===== src/rtl/gf180mcu_fd_sc_mcu9t5v0__dffnrq_pipe.sv =====
// Negative-edge multi-stage register pipeline with per-stage valids, hold enable and occupancy count.
// Optional scan chain through every data/valid bit: define GF180MCU_DFFN_PIPE_SCAN_CHAIN_EN.

module gf180mcu_fd_sc_mcu9t5v0__dffnrq_pipe_stage #(
  parameter int W = 9
) (
  input  logic         clkn,
  input  logic         rn,
  input  logic         en,
  input  logic [W-1:0] d,
  output logic [W-1:0] q
);
  // Ternary rather than if: an unknown enable merges d and q to X.
  always_ff @(negedge clkn or negedge rn)
    if (!rn) q <= '0;
    else     q <= en ? d : q;
endmodule

module gf180mcu_fd_sc_mcu9t5v0__dffnrq_pipe #(
  parameter  int WIDTH = 8,
  parameter  int DEPTH = 4,
  localparam int OCC_W = $clog2(DEPTH+1)
) (
  input  logic             CLKN,
  input  logic             RN,
  input  logic             E,
  input  logic [WIDTH-1:0] D,
  input  logic             VLD_IN,
  output logic [WIDTH-1:0] Q,
  output logic             VLD_OUT,
  output logic [OCC_W-1:0] OCC
`ifdef GF180MCU_DFFN_PIPE_SCAN_CHAIN_EN
  ,
  input  logic             SE,
  input  logic             SI,
  output logic             SO
`endif
);
  // Each stage word is {valid, data}; valid sits at bit WIDTH.
  logic [DEPTH-1:0][WIDTH:0] st_q, st_d, shf_d;
  logic                      adv;
  logic [OCC_W-1:0]          occ_nxt;

  for (genvar i = 0; i < DEPTH; i++) begin : g_stage
    if (i == 0) begin : g_head
      assign shf_d[i] = {VLD_IN, D};
    end else begin : g_body
      assign shf_d[i] = st_q[i-1];
    end

    gf180mcu_fd_sc_mcu9t5v0__dffnrq_pipe_stage #(.W(WIDTH+1)) u_stage (
      .clkn (CLKN),
      .rn   (RN),
      .en   (adv),
      .d    (st_d[i]),
      .q    (st_q[i])
    );
  end

`ifdef GF180MCU_DFFN_PIPE_SCAN_CHAIN_EN
  assign adv = E | SE;

  // Serial order inside a stage: data[0] .. data[WIDTH-1], then valid, then next stage.
  for (genvar i = 0; i < DEPTH; i++) begin : g_scan
    logic sin;
    if (i == 0) begin : g_si
      assign sin = SI;
    end else begin : g_link
      assign sin = st_q[i-1][WIDTH];
    end
    assign st_d[i] = SE ? {st_q[i][WIDTH-1:0], sin} : shf_d[i];
  end

  assign SO = st_q[DEPTH-1][WIDTH];
`else
  assign adv  = E;
  assign st_d = shf_d;
`endif

  always_comb begin
    occ_nxt = adv ? OCC + OCC_W'(VLD_IN) - OCC_W'(st_q[DEPTH-1][WIDTH]) : OCC;
`ifdef GF180MCU_DFFN_PIPE_SCAN_CHAIN_EN
    // A scan shift moves each stage's top data bit into its valid slot.
    if (SE) begin
      occ_nxt = '0;
      for (int i = 0; i < DEPTH; i++)
        occ_nxt = occ_nxt + OCC_W'(st_q[i][WIDTH-1]);
    end
`endif
  end

  always_ff @(negedge CLKN or negedge RN)
    if (!RN) OCC <= '0;
    else     OCC <= occ_nxt;

  assign Q       = st_q[DEPTH-1][WIDTH-1:0];
  assign VLD_OUT = st_q[DEPTH-1][WIDTH];
endmodule


===== config.mk =====
export PLATFORM = sky130hd
export DESIGN_NAME = gf180mcu_fd_sc_mcu9t5v0__dffnrq_pipe
export DESIGN_NICKNAME = d
export VERILOG_FILES = /design/src/rtl/gf180mcu_fd_sc_mcu9t5v0__dffnrq_pipe.sv
export SDC_FILE = /design/constraint.sdc
export NUM_CORES = 1
export LEC_CHECK = 0
export ABC_AREA = 1
export ABC_CLOCK_PERIOD_IN_PS = 2400
export BUFFER_PORTS_ARGS = -buffer_cell sky130_fd_sc_hd__clkbuf_2
export CORE_MARGIN = 2
export CORE_UTILIZATION = 36
export CTS_BUF_LIST = sky130_fd_sc_hd__clkbuf_2 sky130_fd_sc_hd__clkbuf_4 sky130_fd_sc_hd__clkbuf_8
export CTS_CLUSTER_SIZE = 28
export DETAILED_ROUTE_END_ITERATION = 8
export SETUP_SLACK_MARGIN = 0.1
export SLEW_MARGIN = 20
export SYNTH_ARGS = -nofsm -noshare
export SYNTH_HDL_FRONTEND = slang
export SYNTH_SLANG_ARGS = --single-unit

===== constraint.sdc =====
create_clock -name CLKN -period 2.4 [get_ports CLKN]
set_input_delay 0.24 -clock CLKN [delete_from_list [all_inputs] [get_ports CLKN]]
set_output_delay 0.24 -clock CLKN [all_outputs]
set_load 0.05 [all_outputs]

* After elaboration in Yosys (flattened, before gate mapping) *
Index checks and enable logic that the tools add are counted.

storage, ports and cells
  bits in registers = 39
  input bits = 12
  output and inout port bits = 12
  word-level logic and storage cells = 7

cells by class
  add/sub/neg operators = 2

operators by type and width
  cell         count
  $add 3x1->3  1
  $sub 3x1->3  1

* Depth between registers and ports, before layout *
Gate-level depths: netlist (run 1).

  depth in word-level cells = 2
  mapped depth = 11
  mapped depth without buffers = 11

* Hierarchy *
A second synthesis (run 1) with hierarchy kept.

second synthesis, totals
  cells, all modules = 174
  area total of the unflattened synthesis = 1560.2 um2

modules (own cells, without submodules)
  module                                      instances  cells each  area an instance (um2)  sequential area each (um2)
  gf180mcu_fd_sc_mcu9t5v0__dffnrq_pipe_stage  4          38          341.6                   225.2
  gf180mcu_fd_sc_mcu9t5v0__dffnrq_pipe        1          22          193.9                   75.1

==> impl_metrics.env, run 1 <==
export IMPL_status="finished, final reports clean"
export IMPL_hold_violations=0
export IMPL_worst_setup_path_start_kind="flop"
export IMPL_power_ir_vdd_worst_mv=0.337
export IMPL_io_pins=24
export IMPL_gpl_final_weighted_congestion=0.703
export IMPL_worst_endpoint_required_ps=2160
export IMPL_drt_vias_per_instance=4.23
export IMPL_mostFrequentLayoutCell="sky130_fd_sc_hd__nand2_1"
export IMPL_synth_nets=190
export IMPL_htree_levels=2
export IMPL_final_net_count=227
export IMPL_total_switching_power_w=0.000612
export IMPL_worst_path_max_fanout=2
export IMPL_clock_tree_buffer_depth=2
export IMPL_cpLargestDelayFamily="flip-flops"
export IMPL_timing_critical_path_buf_inv=1
export IMPL_synthesis_warning_total=0
export IMPL_synth_cells=175
export IMPL_dp_cells=246
export IMPL_finClkSkew_ps=2.58
export IMPL_worstSetupPathType="flop to output port"
export IMPL_path_clk_slew_ps=50
export IMPL_rsz0062_at_grt="true"
export IMPL_wirelength_microns=2600
export IMPL_drt_pass1_iterations=4
export IMPL_postSynthAreaPerCell_sq_um=8.91
export IMPL_timing_final_setup_violations=0
export IMPL_rel_slew_slack_pct=71.1
export IMPL_drc=0
export IMPL_timing_hold_worst_endpoint="g_stage[0].u_stage.q[2]$_DFFE_NN0P_"
export IMPL_ff2ff_setup_slack_ps=580
export IMPL_post_synth_num_cell_types=11
export IMPL_fp_dieArea_sq_um=4870
export IMPL_multi_input_area_sq_um=504
export IMPL_reg2reg_from="g_stage[3].u_stage.q[8]$_DFFE_NN0P_"
export IMPL_floorplan_core_area_sq_um=4090
export IMPL_grt_antenna_before_repair=0
export IMPL_p_int_w=0.00146
export IMPL_antenna_cells_inserted=0
export IMPL_vias_in_the_first_global_route=1060
export IMPL_grt_pass1_wl_microns=4650
export IMPL_clk_root_buffer_cell="sky130_fd_sc_hd__clkbuf_8"
export IMPL_fillers=416
export IMPL_critPathArrivalTime_ps=2090
export IMPL_hp_class="flop to flop"
export IMPL_grt_overflow=0
export IMPL_grt_start_max_net_pins=39
export IMPL_share_clk_of_total_power_pct=30.9
export IMPL_start_util_pct=38.2
export IMPL_seq_cells_post_synth=39
export IMPL_crit_path_top_delay_cell="sky130_fd_sc_hd__dfrtn_1"
export IMPL_clk_latency_ps=290
export IMPL_area_delta_synth_final_pct=34.0
export IMPL_min_delay_start="g_stage[0].u_stage.q[2]$_DFFE_NN0P_"
export IMPL_mostFrequentLayoutCells="sky130_fd_sc_hd__nand2_1, sky130_fd_sc_hd__dfrtn_1, sky130_fd_sc_hd__buf_4"
export IMPL_grtUsageTotal_pct=12.5
export IMPL_dieHeight_microns=69.8
export IMPL_combPwrFrac_pct=29.2
export IMPL_reg2reg_to="OCC[2]$_DFFE_NN0P_"
export IMPL_hold_path_depth=2
export IMPL_actual_transition_at_the_worst_max_transition_pin_ps=433
export IMPL_synth_sequential_area_ratio_pct=62.6
export IMPL_max_stage_delay_on_crit_path_ps=440
export IMPL_dp_hpwl_microns=1670
export IMPL_static_leakage_power_nw=1.15
export IMPL_chipWidth_microns=69.8
export IMPL_sw_frac_of_total_pct=29.6
export IMPL_report_final_slew_viol_count=0
export IMPL_clock_sink_count=39
export IMPL_share_seq_of_total_power_pct=39.9
export IMPL_finish_cell_count_without_fillers=263
export IMPL_max_cap_viol_count=0
export IMPL_initialDrtViolationCount=47
export IMPL_end_kind="output port"
export IMPL_routed_via_count=1113
export IMPL_power_density_nw_per_um2=991
export IMPL_holdWs_ps=415
export IMPL_timing_critical_path_cells="buf_8"
export IMPL_port_buffer_count=23
export IMPL_drive_gt1_share_pct=23.9
export IMPL_routed_wire_length_per_instance_microns=9.87
export IMPL_synthesis_area_sq_um=1560
export IMPL_placement_rows=23
export IMPL_drtAntennaViolNets=0
export IMPL_cts_tree="yes"
export IMPL_sequential_area_sq_um=976
export IMPL_cts_buffers=5
export IMPL_worst_r2r_path_cells=10
## metrics by stage
| stage | setup slack, ps | area (sq um) | power (W) | utilization (%) | TNS (ps) |
|---|---|---|---|---|---|
| after floorplan | 79.8 | 1570 | 0.00116 | - | 0 |
| after global placement | -54.7 | 1770 | 0.00128 | 43.2 | -95.8 |
| after detailed placement | -87.0 | 1770 | 0.00129 | 43.2 | -145 |
| after CTS | 25.1 | 2070 | 0.00205 | 50.6 | 0 |
| after global routing | 14.6 | 2090 | 0.00219 | 51.1 | 0 |
| final | 68.2 | 2090 | 0.00207 | 51.1 | 0 |
## power groups by stage
stage	Combinational (W)	Clock (W)	Sequential, W
floorplan	0.000175	0	0.000984
global placement	0.000461	0	0.000821
detailed placement	0.000471	0	0.000823
CTS	0.000578	0.000651	0.000817
global route	0.000667	0.000688	0.000840
finish	0.000605	0.000640	0.000826
## sequential cells by signal, summed over array words and instances, names as in the netlist
name / count
g_stage.u_stage.q: 36
OCC: 3
## cells in the mapped netlist, drive strengths merged
cell	number	area share, %
nand3	1	0.32
inv	8	1.9
ha	2	1.6
fa	1	1.3
buf	9	4.1
nand4	1	0.40
nand2	110	26
dfrtn	39	63
o21ai	4	1.3
## area by class of cell
class                      instances  share of cell area [%]
multi-input combinational        119                    24.1
clock buffer                       6                    3.65
clock inverter                     2                    2.87
inverter                           8                    1.44
sequential                        39                    46.7
timing repair buffer              39                    18.2
tap                               50                    2.99
## what timing repair did
action,4_1_cts,5_1_grt
setup buffers,8,1
hold buffers,0,0
setup endpoints to repair,12,12
resized for setup,24,12
## per-layer routing
layer	vias up	global-route usage (%)	part of all wire, %
li1	598	-	-
met1	490	15.3	47
met2	21	18.0	45
met3	4	5.38	5.0
met4	0	7.69	3.0
met5	-	0	0
## logic make-up after synthesis
group                      count (synthesis)  share of synthesized area (%)
adders and majority gates                  3                           2.89
and+or+nand+nor                          112                           27.2
buffers and inverters                     17                           6.02
AOI/OAI and AO/OA                          4                           1.28
DFF                                       39                           62.6
## worst max path at each step
stage / startpoint / to / slack, ps / cells after the start
finish: OCC[2]$_DFFE_NN0P_ / OCC[2] / 70 / 1
floorplan: VLD_IN / OCC[2]$_DFFE_NN0P_ / 80 / 7
global route: OCC[2]$_DFFE_NN0P_ / OCC[2] / 10 / 1
detailed placement: VLD_IN / OCC[2]$_DFFE_NN0P_ / -90 / 8
global placement: VLD_IN / OCC[2]$_DFFE_NN0P_ / -50 / 8
CTS: OCC[2]$_DFFE_NN0P_ / OCC[2] / 30 / 1
Power figures use the tool's default switching activity.
==> inputs of run 2 (changes only) <==
--- a/config.mk
+++ b/config.mk
@@ -6,8 +6,9 @@
 export NUM_CORES = 1
 export LEC_CHECK = 0
 export ABC_AREA = 1
-export ABC_CLOCK_PERIOD_IN_PS = 2400
+export ABC_CLOCK_PERIOD_IN_PS = 2100
 export BUFFER_PORTS_ARGS = -buffer_cell sky130_fd_sc_hd__clkbuf_2
+export CORE_ASPECT_RATIO = 0.5
 export CORE_MARGIN = 2
 export CORE_UTILIZATION = 36
 export CTS_BUF_LIST = sky130_fd_sc_hd__clkbuf_2 sky130_fd_sc_hd__clkbuf_4 sky130_fd_sc_hd__clkbuf_8
==> constraint.sdc (replaced) <==
create_clock -name CLKN -period 2.1 [get_ports CLKN]
set_input_delay 0.21 -clock CLKN [delete_from_list [all_inputs] [get_ports CLKN]]
set_output_delay 0.21 -clock CLKN [all_outputs]
set_load 0.05 [all_outputs]
==> run 2 against run 1 <==
  * The run now ends with setup timing left
  * Clock power fell by 22%
  * Global-route usage rose by 0.59 points
  * Clock skew rose by 1.3 ps
  * Sequential cell count did not move
  * Sequential power rose by 15%
  * Utilization rose by 0.48 points
  * Final cell count rose by 0.76%
==> impl_metrics.env, run 2 (synthesis results as in run 1) <==
export IMPL_timing_final_setup_violations=12
export IMPL_rel_slew_slack_pct=80.8
export IMPL_cpLargestDelayFamily="flip-flops"
export IMPL_mostFrequentLayoutCell="sky130_fd_sc_hd__nand2_1"
export IMPL_static_leakage_power_nw=1.13
export IMPL_worst_setup_path_start_kind="flop"
export IMPL_worstSetupPathType="flop to output port"
export IMPL_hold_violations=0
export IMPL_wirelength_microns=2760
export IMPL_htree_levels=2
export IMPL_reg_top3="g_stage.u_stage.q: 36 flops, OCC: 3 flops"
export IMPL_io_pins=24
export IMPL_path_clk_slew_ps=50
export IMPL_sequential_area_sq_um=976
export IMPL_dieHeight_microns=50.5
export IMPL_worst_path_max_fanout=2
export IMPL_initialDrtViolationCount=69
export IMPL_drt_vias_per_instance=4.24
export IMPL_hp_class="flop to flop"
export IMPL_timing_critical_path_buf_inv=1
export IMPL_count_of_hold_fix_buffers_inserted_at_cts=0
export IMPL_finClkSkew_ps=3.89
export IMPL_grtUsageTotal_pct=13.1
export IMPL_max_stage_delay_on_crit_path_ps=470
export IMPL_max_cap_viol_count=0
export IMPL_placed_cell_area_sq_um=1780
export IMPL_routed_via_count=1124
export IMPL_rsz0062_at_grt="true"
export IMPL_clk_root_buffer_cell="sky130_fd_sc_hd__clkbuf_8"
export IMPL_worst_slack_ps=-91.3
export IMPL_port_buffer_count=23
export IMPL_report_final_slew_viol_count=0
export IMPL_drt_pass1_iterations=3
export IMPL_power_density_nw_per_um2=1040
export IMPL_largest_register_ffs=36
export IMPL_power_ir_vdd_worst_mv=0.699
export IMPL_clk_latency_ps=290
export IMPL_fillers=395
export IMPL_area_delta_synth_final_pct=33.2
export IMPL_grt_antenna_before_repair=0
export IMPL_drtAntennaViolNets=0
export IMPL_multi_input_area_sq_um=514
export IMPL_largest_register="g_stage.u_stage.q"
export IMPL_crit_path_top_delay_cell="sky130_fd_sc_hd__dfrtn_1"
export IMPL_cts_tree="yes"
export IMPL_dp_hpwl_microns=1710
export IMPL_grt_pass1_wl_microns=4900
export IMPL_gpl_final_weighted_congestion=0.675
export IMPL_floorplan_core_area_sq_um=4020
export IMPL_status="complete, but fails checks"
export IMPL_report_power_total_w=0.00217
export IMPL_worst_endpoint_required_ps=1890
export IMPL_grt_start_max_net_pins=36
export IMPL_mostFrequentLayoutCells="sky130_fd_sc_hd__nand2_1, sky130_fd_sc_hd__dfrtn_1, sky130_fd_sc_hd__buf_8"
export IMPL_fp_dieArea_sq_um=4900
export IMPL_timing_critical_path_cells="buf_8"
export IMPL_placement_rows=16
export IMPL_chipWidth_microns=97.1
export IMPL_grt_overflow=0
export IMPL_holdWs_ps=413
export IMPL_routed_wire_length_per_instance_microns=10.4
export IMPL_clock_tree_buffer_depth=2
export IMPL_critPathArrivalTime_ps=1980
export IMPL_postLayoutCellArea_sq_um=2080
export IMPL_drc=0
export IMPL_start_util_pct=38.7
export IMPL_final_net_count=225
export IMPL_clock_sink_count=39
export IMPL_drive_gt1_share_pct=25.1
export IMPL_actual_transition_at_the_worst_max_transition_pin_ps=289
export IMPL_end_kind="output port"
export IMPL_vias_in_the_first_global_route=1128
export IMPL_violated_checks="setup timing"
export IMPL_antenna_cells_inserted=0
export IMPL_cts_buffers=5
[run 2: changes by cell type in the layout (fill, tap and decap cells not counted), moves of 2 or more]
cell | previous run | this run
sky130_fd_sc_hd__buf_12 | 2 | 4
sky130_fd_sc_hd__buf_4 | 14 | 10
sky130_fd_sc_hd__bufinv_16 | 2 | 0
sky130_fd_sc_hd__nand2_1 | 110 | 108
sky130_fd_sc_hd__nand2_2 | 0 | 2
[run 2: layout make-up]
cell class              count  share of cell area (%)
multi-input cells         119                    24.8
clock buffers               6                    3.67
clock inverters             2                   0.602
inverters                   8                    1.45
flip-flops and latches     39                    47.0
repair buffers             37                    19.3
well taps                  54                    3.25
[run 2: stage by stage]
stage	TNS (ps)	instances	setup slack [ps]	util [%]
after floorplan	-49.8	175	-40.2	-
after global placement	-306	248	-160	44.2
after detailed placement	-391	248	-218	44.2
after CTS	-895	264	-118	50.6
after global routing	-1070	265	-126	51.6
final	-634	265	-91.3	51.6
[run 2: path summary, 6_finish.rpt]
path,startpoint,endpoint,slack (ps),cells after the start
setup / recovery,g_stage[3].u_stage.q[8]$_DFFE_NN0P_,VLD_OUT,-90,1
hold / removal,g_stage[1].u_stage.q[6]$_DFFE_NN0P_,g_stage[1].u_stage.q[6]$_DFFE_NN0P_,410,2
setup reg to reg,OCC[0]$_DFFE_NN0P_,OCC[2]$_DFFE_NN0P_,170,11
hold reg to reg,g_stage[1].u_stage.q[6]$_DFFE_NN0P_,g_stage[1].u_stage.q[6]$_DFFE_NN0P_,410,2
max in group asynchronous,RN,g_stage[1].u_stage.q[5]$_DFFE_NN0P_,900,2
min in group asynchronous,RN,g_stage[3].u_stage.q[8]$_DFFE_NN0P_,730,1
[run 2: power by group]
| group | switching, W | total, W | leakage, nW | internal [W] |
|---|---|---|---|---|
| Clock | 0.000254 | 0.000499 | 0.0446 | 0.000245 |
| Combinational | 0.000405 | 0.000722 | 0.600 | 0.000317 |
| Sequential | 0.0000770 | 0.000948 | 0.490 | 0.000871 |
| Total | 0.000736 | 0.00217 | 1.13 | 0.00143 |
[run 2: tightest hold or removal path: cells and delay by family, from the launching register on]
family | cells | cell delay [ps]
and+or+nand+nor | 2 | 100
DFF | 1 | 400
[run 2: what timing repair did]
action	4_1_cts	5_1_grt
setup buffers	8	1
gates resized for setup	25	18
endpoints found under the setup margin	13	13
pin swaps	0	4
endpoints found under the hold margin	0	0
[run 2: routing by layer]
layer	part of all wire, %	wire, microns	vias up	track usage (%)
met2	43	1200	21	19.4
met4	1.6	43	0	7.04
met5	0	0	-	0
met1	50	1370	507	16.8
li1	-	-	591	-
met3	5.4	148	5	4.87
